`config.mk`:
```
export PLATFORM = sky130hd
export DESIGN_NAME = if_fetch_stage
export DESIGN_NICKNAME = d
export VERILOG_FILES = /design/src/rtl/if_fetch_stage.sv
export SDC_FILE = /design/constraint.sdc
export NUM_CORES = 1
export LEC_CHECK = 0
export CORE_MARGIN = 1.5
export CORE_UTILIZATION = 40
export DETAILED_ROUTE_END_ITERATION = 6
export PLACE_DENSITY = 0.78
export REMOVE_ABC_BUFFERS = 1
export SYNTH_ARGS = -nofsm -noshare
export SYNTH_HDL_FRONTEND = slang
export SYNTH_SLANG_ARGS = --single-unit
export TNS_END_PERCENT = 5
```
`constraint.sdc`:
```
create_clock -name clk -period 2.59 [get_ports clk]
set_clock_uncertainty 0.05 [all_clocks]
set_input_delay 0.3885 -clock clk [delete_from_list [all_inputs] [get_ports clk]]
set_output_delay 0.3885 -clock clk [all_outputs]
set_load 0.1 [all_outputs]
```
`src/rtl/if_fetch_stage.sv`:
```
// Instruction fetch: owns the PC, drives a single-outstanding imem request/response port, presents pcF/instF to IF/ID.
// First validF two cycles after the accept; stallF holds the presented instruction, imem_ready low holds the request.
module if_fetch_stage #(
    parameter int                      ADDR_WIDTH = 32,
    parameter int                      INST_WIDTH = 32,
    parameter logic [ADDR_WIDTH-1:0]   RESET_PC   = 32'h0000_0000,
    parameter logic [INST_WIDTH-1:0]   NOP_INST   = 32'h0000_0013
) (
    input  logic                  clk,
    input  logic                  rst,
    input  logic                  stallF,
    input  logic                  redirect_valid,
    input  logic [ADDR_WIDTH-1:0] redirect_pc,
    output logic                  imem_req,
    output logic [ADDR_WIDTH-1:0] imem_addr,
    input  logic                  imem_ready,
    input  logic                  imem_rvalid,
    input  logic [INST_WIDTH-1:0] imem_rdata,
    output logic [ADDR_WIDTH-1:0] pcF,
    output logic [ADDR_WIDTH-1:0] pcplus4F,
    output logic [INST_WIDTH-1:0] instF,
    output logic                  validF
);

    typedef enum logic [1:0] {
        S_ISSUE   = 2'd0,
        S_WAIT    = 2'd1,
        S_DELIVER = 2'd2
    } state_t;

    state_t                r_state;
    state_t                w_state_nxt;
    logic [ADDR_WIDTH-1:0] r_pc;
    logic [ADDR_WIDTH-1:0] w_pc_nxt;
    logic                  r_drop;
    logic                  w_drop_nxt;
    logic [INST_WIDTH-1:0] r_inst_buf;
    logic [INST_WIDTH-1:0] w_inst_nxt;
    logic [ADDR_WIDTH-1:0] w_pc_plus4;
    logic [ADDR_WIDTH-1:0] w_redir_pc;

    assign w_pc_plus4 = r_pc + ADDR_WIDTH'(4);
    assign w_redir_pc = redirect_pc & ~ADDR_WIDTH'(3);

    always_ff @(posedge clk) begin
        if (rst) begin
            r_state    <= S_ISSUE;
            r_pc       <= RESET_PC;
            r_drop     <= 1'b0;
            r_inst_buf <= NOP_INST;
        end else begin
            r_state    <= w_state_nxt;
            r_pc       <= w_pc_nxt;
            r_drop     <= w_drop_nxt;
            r_inst_buf <= w_inst_nxt;
        end
    end

    always_comb begin
        w_state_nxt = r_state;
        w_pc_nxt    = r_pc;
        w_drop_nxt  = r_drop;
        w_inst_nxt  = r_inst_buf;
        imem_req    = 1'b0;
        imem_addr   = r_pc;
        validF      = 1'b0;
        case (r_state)
            S_ISSUE: begin
                imem_req = !redirect_valid;
                if (redirect_valid) begin
                    w_pc_nxt = w_redir_pc;
                end else if (imem_ready) begin
                    w_state_nxt = S_WAIT;
                end
            end
            S_WAIT: begin
                if (redirect_valid) begin
                    w_pc_nxt   = w_redir_pc;
                    w_drop_nxt = 1'b1;
                end
                // A redirect landing with the response kills it just like a pending drop.
                if (imem_rvalid) begin
                    if (r_drop || redirect_valid) begin
                        w_drop_nxt  = 1'b0;
                        w_state_nxt = S_ISSUE;
                    end else begin
                        w_inst_nxt  = imem_rdata;
                        w_state_nxt = S_DELIVER;
                    end
                end
            end
            S_DELIVER: begin
                validF = !redirect_valid;
                if (redirect_valid) begin
                    w_pc_nxt    = w_redir_pc;
                    w_state_nxt = S_ISSUE;
                end else if (!stallF) begin
                    imem_req    = 1'b1;
                    imem_addr   = w_pc_plus4;
                    w_pc_nxt    = w_pc_plus4;
                    w_state_nxt = imem_ready ? S_WAIT : S_ISSUE;
                end
            end
            default: begin
                w_state_nxt = S_ISSUE;
            end
        endcase
        if (rst) begin
            imem_req = 1'b0;
            validF   = 1'b0;
        end
    end

    assign pcF      = r_pc;
    assign pcplus4F = w_pc_plus4;
    assign instF    = validF ? r_inst_buf : NOP_INST;

endmodule

```
==> metrics.txt, run 1 <==
status=finished, violations left; failing checks=negative setup slack; PD cells=around 440 mW/mm2; CP endpoint kind=output port; worst reg-to-reg setup slack=between 300 and 400 ps; Worst Path Required=around 2200 ps; synthesized area=~0.0045 mm2; placed cell areas=between 0.007 and 0.008 mm2; Die W=109 um; post-route setup slack=-124 ps; total wire length=roughly 18000 um; synthesized instance count=between 600 and 700; first-pass GRT wire length=27700 um; Max Cap Viol=0; Seq pwr share=just under 30%; die height=roughly 110 um; DR WL/cell=roughly 19 um; Seq/Total Area, Yosys=28.8%; hold_sp=rst; total CTS buffers=9; RR Endpoint=pcF[23]; drt pass-1 iters=5; fmax=roughly 370 MHz; hold worst-path end=r_inst_buf[20]; Hold Path Depth=2; FF-to-FF path depth=6; clock power share=roughly a third; Synth area leaders=dfxtp_1 29%, nand2_1 7.9%, a21oi_1 6.9%; Slew Viols, Final=0; routed vias=between 5000 and 6000; worst skew pair latency=~320 ps; H-Tree Depth=3; Via density=between 5 and 6; layout cells sized above 1=around a third; commonest register cell after synthesis=dfxtp_1; Worst-Margin Slew=671 ps; leakage=3.54 nW; Initial Util=41.3%; CTS Root Cell=clkbuf_16; Synth top area share=between 20% and 30%; maximum clock path buffer count=2; EDFF count, synth=0; DR iter-0 viols=roughly 400; Mean Syn Cell Area=about 7.2 um2; most common cell after layout, fill and taps aside=buf_4; Fin. Hold Viols=0; Critical Path Source=pcF[3]; part of the power in combinational logic=37.5%; drt drc=0; Tot Pwr=between 0.003 and 0.004 W; FF+latch count, synth=65; clock sink count=65; Synth area leader=dfxtp_1; net switching power=approximately 0.0014 W; Slew HR=~55%; fin crit share=105%; fin crit period=about 2700 ps; synthesis-to-layout area growth=85.1%; fillers=between 700 and 800; Boundary Pins=200; Crit path arrival time=around 2300 ps; Switching Share=38.9%; Cell variety after synth=just under 60; Antenna Nets Post-Route=0; Overflow after GRT=0; DP HPWL=approximately 12000 um; Syn. warnings=0; largest net degree at the start of global routing=58; fin nets=between 900 and 1000; critical register-to-register path startpoint=pcF[18]; initial antenna violation count=0; worst-path maximum fanout=7; vias in the first global route=~5500; most frequent cells in the layout=98 x buf_4, 92 x buf_12, 91 x nand2_1; CTS tree=yes; core outline area=between 0.01 and 0.015 mm2; crit start category=flip-flop; Clk pin slew, worst setup/hold paths=around 60 ps; Worst IR Drop VDD=between 0.3 and 0.4 mV; Final Cell Area=0.00836 mm2; # diodes=0; final setup violation count=16; RSZ-0062 raised after global routing=true; share of synthesized registers carrying an async set or reset=0%; Setup CP Type=flip-flop to output port; die area=about 0.012 mm2; internal power=between 0.002 and 0.0025 W; port buffer count=191; Placer Congestion=between 0.9 and 1; HP Class=primary input to flip-flop; gr usage total=~30%; row count=38; hold slack=about 290 ps
[worst max path at each step]
stage	endpoint	slack, ps	cells past startpoint
after detailed placement	imem_addr[29]	-170	7
after floorplan	imem_addr[22]	-3070	5
after global routing	imem_addr[26]	-160	7
after global placement	imem_addr[19]	-140	7
final	imem_addr[27]	-120	7
after CTS	imem_addr[22]	-60	9
[cell type report]
cell class | instances | area (um2) | share of cell area [%]
inverter | 8 | 30.0 | 0.359
multi-input combinational | 482 | 3210 | 38.4
clock buffer | 10 | 229 | 2.74
sequential | 65 | 1330 | 15.9
tap | 140 | 175 | 2.10
clock inverter | 5 | 57.6 | 0.689
timing repair buffer | 264 | 3320 | 39.8
[power by group through the flow]
stage          registers [W]  logic (W)  clock network (W)
2_1_floorplan        0.00130   0.000607                  0
4_1_cts              0.00108    0.00135            0.00120
3_3_place_gp         0.00109    0.00132                  0
3_5_place_dp         0.00109    0.00133                  0
5_1_grt              0.00109    0.00141            0.00125
6_report             0.00108    0.00137            0.00120
[critical path, stage by stage, from the launching register on]
cell and delay, ps:
dfxtp_2 340, buf_6 120, and4_4 240, nand4bb_4 180, nor4_2 350, buf_4 180
xor2_1 310, buf_12 220
[per-stage QoR]
step	TNS (ps)	cells	setup slack, ps	utilization [%]
after floorplan	-165770	555	-3070	-
after global placement	-1430	949	-143	69.4
after detailed placement	-2030	949	-172	69.4
after CTS	-417	972	-60.2	74.7
after global routing	-2530	974	-156	76.4
final	-704	974	-124	76.4
[cell usage after synthesis, types with 4 or more instances]
cell type,count
nand2_1,95
dfxtp_1,65
a21oi_1,62
clkbuf_1,47
nor2_1,47
and3_1,43
xnor2_1,35
xor2_1,33
nor3_1,24
buf_2,14
o22ai_1,13
nand2b_1,12
nand4_1,11
nand3_1,10
inv_1,8
buf_4,7
o21ai_0,7
or3_1,6
a211oi_1,5
o221ai_1,5
a221oi_1,4
clkbuf_2,4
nor2b_1,4
nor4_1,4
o21a_1,4
or2_2,4
or4_1,4
[metal layers]
layer	wire length, um	global-route usage, %	vias up	part of all wire, %
li1	-	-	2556	-
met4	868	14.0	0	4.8
met1	6580	33.5	2634	36
met3	1900	8.73	87	10
met2	8890	50.6	367	49
met5	0	0	-	0
[registers in the layout (all words and copies together) (netlist names)]
signal,count
pcF,30
r_drop,1
r_inst_buf,32
r_state,2
[timing repair]
item,4_1_cts,5_1_grt
gates resized for setup,46,40
pin swaps,15,13
buffers inserted,8,2
endpoints found under the setup margin,36,34
hold buffers,0,0
[logic make-up after synthesis]
kind of cell | after synthesis | synth area share, %
and+or+nand+nor | 276 | 30.6
muxes | 2 | 0.499
xor gates and xnor gates | 68 | 13.2
AOI/OAI and AO/OA | 129 | 18.3
buffers and inverters | 84 | 8.23
other | 1 | 0.0830
adders and majority gates | 1 | 0.277
DFF | 65 | 28.8
Power figures use the tool's default switching activity.
==> run 2, diff against run 1 <==
CORE_ASPECT_RATIO = 1.5   (was unset)
==> metrics.txt, run 2 (synthesized netlist as in run 1, its figures left out) <==
Hold Path Depth=2 (unchanged); Antenna Nets Post-Route=0 (unchanged); Reg with most FFs=r_inst_buf; net switching power=0.00141 W (-0.48%); core outline area=0.0110 mm2 (+0.56%); clock power share=35.1% (+2.3 points); CTS tree=yes; final setup violation count=11 (-5); placed cell areas=0.00766 mm2 (+0.91%); first-pass GRT wire length=28000 um (+1.0%); Via density=5.58 (-3.7%); CP endpoint kind=output port; layout cells sized above 1=35.3% (+0.92 points); Switching Share=37.3% (-1.6 points); CTS Root Cell=clkbuf_16; RSZ-0062 raised after global routing=true; most frequent cells in the layout=119 x buf_4, 92 x nand2_1, 89 x buf_12; Tot Pwr=0.00379 W (+3.7%); port buffer count=191 (unchanged); fin crit share=103% (-1.6 points); Fin. Hold Viols=0 (unchanged); die height=133 um (+22%); Worst IR Drop VDD=0.398 mV (+6.7%); worst-path maximum fanout=6 (-1); Placer Congestion=0.902 (-2.1%); crit start category=flip-flop; status=finished, violations left; FF-to-FF path depth=12 (+6); total CTS buffers=9 (unchanged); Max Cap Viol=0 (unchanged); Boundary Pins=200 (unchanged); DR WL/cell=17.7 um (-5.3%); DP HPWL=12800 um (+3.7%); hold slack=329 ps (+42.2 ps); clock sink count=65 (unchanged); Die W=89.8 um (-18%); Clk pin slew, worst setup/hold paths=60 ps (about the same); routed vias=5574 (-1.2%); worst reg-to-reg setup slack=-20 ps (-360 ps); H-Tree Depth=3 (unchanged); drt pass-1 iters=5 (unchanged); worst skew pair latency=330 ps (about the same); most common cell after layout, fill and taps aside=buf_4; # diodes=0 (unchanged); Worst Path Required=2150 ps (about the same); internal power=0.00237 W (+6.4%); hold worst-path end=r_inst_buf[23]; Seq pwr share=28.7% (-0.9 points); placed insts=964 (+1.6%); Overflow after GRT=0 (unchanged); row count=47 (+24%); fmax=374 MHz (+1.5%); Critical Path Source=pcF[3]; PD cells=446 mW/mm2 (+2.1%); total wire length=17700 um (-2.9%); DR iter-0 viols=397 (-3.2%); hold_sp=rst; Setup WS pre-CTS=-208 ps (-35.9 ps); die area=0.0119 mm2 (+0.11%); Final Cell Area=0.00849 mm2 (+1.6%); post-route setup slack=-83.4 ps (+40.2 ps); largest net degree at the start of global routing=38 (-34%); Crit path arrival time=2230 ps (-50 ps); Initial Util=41.1% (-0.23 points); fillers=727 (+0.41%); gr usage total=28.7% (-0.88 points); leakage=3.64 nW (+2.7%); vias in the first global route=5467 (-0.55%); Slew Viols, Final=0 (unchanged); drt drc=0 (unchanged); Setup CP Type=flip-flop to output port; synthesis-to-layout area growth=88.0%; failing checks=negative setup slack; critical register-to-register path startpoint=pcF[16]; maximum clock path buffer count=2 (unchanged); RR Endpoint=pcF[25]; max reg flops=32 (unchanged); HP Class=primary input to flip-flop; Layout Cells excl Fill=999 (+2.6%); initial antenna violation count=0 (unchanged); part of the power in combinational logic=36.2% (-1.3 points); fin crit period=2670 ps (-40.2 ps); fin nets=918 (+1.9%)
[run 2: area by class of cell]
class | instances | area [um2] | share of cell area [%]
Clock buffer | 12 | 246 | 2.90
Clock inverter | 4 | 76.3 | 0.899
Inverter | 8 | 30.0 | 0.354
Multi-Input combinational cell | 482 | 3190 | 37.6
Sequential cell | 65 | 1320 | 15.6
Tap cell | 147 | 184 | 2.17
Timing Repair Buffer | 281 | 3440 | 40.5
[run 2: power groups by stage]
stage	clock, W	sequential (W)	combinational, W
after floorplan	0	0.00130	0.000607
after global placement	0	0.00109	0.00132
after detailed placement	0	0.00110	0.00134
after CTS	0.00134	0.00108	0.00136
after global routing	0.00139	0.00109	0.00141
final	0.00133	0.00109	0.00137
[run 2: worst max path at each step]
| stage | slack (ps) | to | cells past startpoint |
|---|---|---|---|
| 2_1_floorplan | -3070 | imem_addr[22] | 5 |
| 3_3_place_gp | -180 | imem_addr[22] | 9 |
| 4_1_cts | -70 | imem_addr[30] | 9 |
| 6_report | -80 | imem_addr[25] | 7 |
| 3_5_place_dp | -210 | imem_addr[22] | 9 |
| 5_1_grt | -130 | imem_addr[25] | 7 |
[run 2: repair_timing]
item,4_1_cts,5_1_grt
endpoints found under the setup margin,32,31
pin swaps,17,14
buffers inserted,17,2
resized for setup,55,24
hold buffers,0,0
[run 2: metrics by stage]
stage	utilization [%]	TNS, ps
6_report	77.2	-383
4_1_cts	76.1	-645
2_1_floorplan	-	-165770
5_1_grt	77.2	-1470
3_3_place_gp	69.6	-1370
3_5_place_dp	69.6	-2020
[run 2: worst max-delay path, stage by stage, from the launching register on]
cell and delay [ps]:
dfxtp_2 330, buf_6 110, and4_4 240, nand4bb_4 180, or3_4 480, nor2_2 160
xor2_2 190, buf_12 200
[run 2: metal layers]
layer	part of all wire, %	wire [um]	track usage (%)	vias up
li1	-	-	-	2591
met3	7.7	1360	6.39	64
met2	53	9390	52.3	319
met4	3.8	669	14.2	0
met5	0	0	0	-
met1	36	6300	31.0	2600
==> run 3, diff against run 2 <==
==> constraint.sdc (replaced) <==
create_clock -name clk -period 2.59 [get_ports clk]
set_clock_uncertainty 0.05 [all_clocks]
set_input_delay 0.259 -clock clk [delete_from_list [all_inputs] [get_ports clk]]
set_output_delay 0.259 -clock clk [all_outputs]
set_load 0.1 [all_outputs]
==> metrics.txt, run 3 (synthesized netlist as in run 1, its figures left out) <==
Slew Viols, Final=0 (unchanged); Reg with most FFs=r_inst_buf; Antenna Nets Post-Route=0 (unchanged); Clk pin slew, worst setup/hold paths=60 ps (about the same); maximum clock path buffer count=2 (unchanged); fin crit share=100% (-2.9 points); CTS tree=yes; fin nets=892 (-2.8%); total wire length=17400 um (-2.0%); row count=47 (unchanged); drt drc=0 (unchanged); hold_buf cts=0 (unchanged); Worst-Margin Slew=roughly 610 ps; Setup CP Type=flip-flop to output port; port buffer count=191 (unchanged); CP endpoint kind=output port; DR WL/cell=17.8 um (+0.62%); RSZ-0062 raised after global routing=true; Worst Path Required=2280 ps (+130 ps); worst reg-to-reg setup slack=350 ps (+370 ps); final setup violation count=4 (-7); max reg flops=32 (unchanged); Finished Core Util=74.1% (-3.2 points); most frequent cells in the layout=96 x buf_4, 94 x nand2_1, 86 x buf_12; crit path max-delay cell type=dfxtp_2; core outline area=0.0110 mm2 (unchanged); Slew HR=58.1%; die height=133 um (unchanged); Boundary Pins=200 (unchanged); placed cell areas=0.00753 mm2 (-1.6%); setup TNS=-17.7 ps (+366 ps); routed vias=5527 (-0.84%); total CTS buffers=9 (unchanged); largest net degree at the start of global routing=43 (+13%); layout cells sized above 1=30.9% (-4.5 points); Crit path arrival time=2290 ps (+60 ps); failing checks=negative setup slack; HP Class=primary input to flip-flop; critical-path cell list=ha_4, and3_4, nand4_4, buf_6, nor4_4, buf_4, nand2_2, xnor2_2, buf_12; Crit path buffers/inverters=3 (+1); drt pass-1 iters=6 (+1); critical register-to-register path startpoint=pcF[2]; DP HPWL=12300 um (-4.0%); FF-to-FF path depth=6 (-6); hold worst-path end=pcF[23]; RR Endpoint=pcF[25]; dominant delay contributor by cell family on the critical path=simple AND/OR/NAND/NOR gates; Final Cell Area=0.00814 mm2 (-4.1%); Die W=89.8 um (unchanged); CTS Root Cell=clkbuf_16; hold_sp=rst; leakage=3.44 nW (-5.5%); Fin. Hold Viols=0 (unchanged); Via density=5.68 (+1.8%); Hold Path Depth=3 (+1); Overflow after GRT=0 (unchanged); Initial Util=41.1% (unchanged); vias in the first global route=5400 (-1.2%); Worst IR Drop VDD=0.321 mV (-19%); worst skew pair latency=330 ps (about the same); H-Tree Depth=3 (unchanged); die area=0.0119 mm2 (unchanged); most common cell after layout, fill and taps aside=buf_4; Tot Pwr=0.00377 W (-0.30%); crit start category=flip-flop; clock sink count=65 (unchanged); gr usage total=27.5% (-1.2 points); Max Cap Viol=0 (unchanged); Placer Congestion=0.962 (+6.7%); status=finished, violations left; DR iter-0 viols=514 (+29%); fmax=385 MHz (+2.9%); worst-path maximum fanout=4 (-2); first-pass GRT wire length=26800 um (-4.0%); fin crit period=2600 ps (-74.4 ps); synthesis-to-layout area growth=80.4%; Crit path largest cell delay=360 ps (-120 ps); PD cells=464 mW/mm2 (+3.9%); initial antenna violation count=0 (unchanged); post-route setup slack=-9.01 ps (+74.4 ps); # diodes=0 (unchanged)
==> run 3: cell types whose count changed in the layout (fill, tap and decap cells not counted), sizes merged <==
| cell | delta |
|---|---|
| buf | -27 |
| clkinvlp | +2 |
| clkbuf | -1 |
| clkdlybuf4s50 | +1 |
| dlygate4sd2 | -1 |
==> run 3: worst min-delay path: stages <==
cell      delay, ps
buf_2           100
buf_4           270
a221oi_2         60
==> run 3: repair_timing <==
item,4_1_cts,5_1_grt
gates resized for setup,14,38
setup endpoints to repair,19,25
pin swaps,5,7
setup buffers,1,5
==> run 3: worst max-delay path by stage <==
stage | startpoint | endpoint | slack (ps) | cells after the start
after floorplan | r_state[1] | imem_addr[22] | -2940 | 5
after global placement | redirect_valid | imem_addr[25] | 120 | 7
after detailed placement | redirect_valid | imem_addr[25] | 60 | 7
after CTS | pcF[2] | imem_addr[30] | -140 | 9
after global routing | pcF[2] | imem_addr[30] | -110 | 9
final | pcF[2] | imem_addr[30] | -9 | 9
==> run 3: power breakdown <==
group	total, W	switching (W)	internal (W)	leakage, nW
combinational	0.00135	0.000901	0.000449	2.75
clock	0.00134	0.000472	0.000870	0.151
sequential	0.00108	0.0000451	0.00104	0.533
==> run 3: stage by stage <==
step	hold WS, ps	std cells	setup slack [ps]
after floorplan	275	555	-2940
after global placement	387	951	125
after detailed placement	393	951	60.6
after CTS	333	968	-136
after global routing	355	973	-108
final	353	973	-9.01
==> run 3: layout make-up <==
class,count,area (um2)
Sequential cell,65,1310
Clock buffer,10,239
Fill cell,754,2850
Multi-Input combinational cell,482,3070
Clock inverter,6,91.3
Timing Repair Buffer,255,3220
Inverter,8,30.0
Tap cell,147,184
==> run 3: metal layers <==
metal | vias up | global-route usage [%] | wire [um]
met5 | - | 0 | 0
met4 | 0 | 16.0 | 861
met3 | 71 | 7.48 | 1520
met2 | 359 | 49.1 | 9070
met1 | 2552 | 28.8 | 5920
li1 | 2545 | - | -
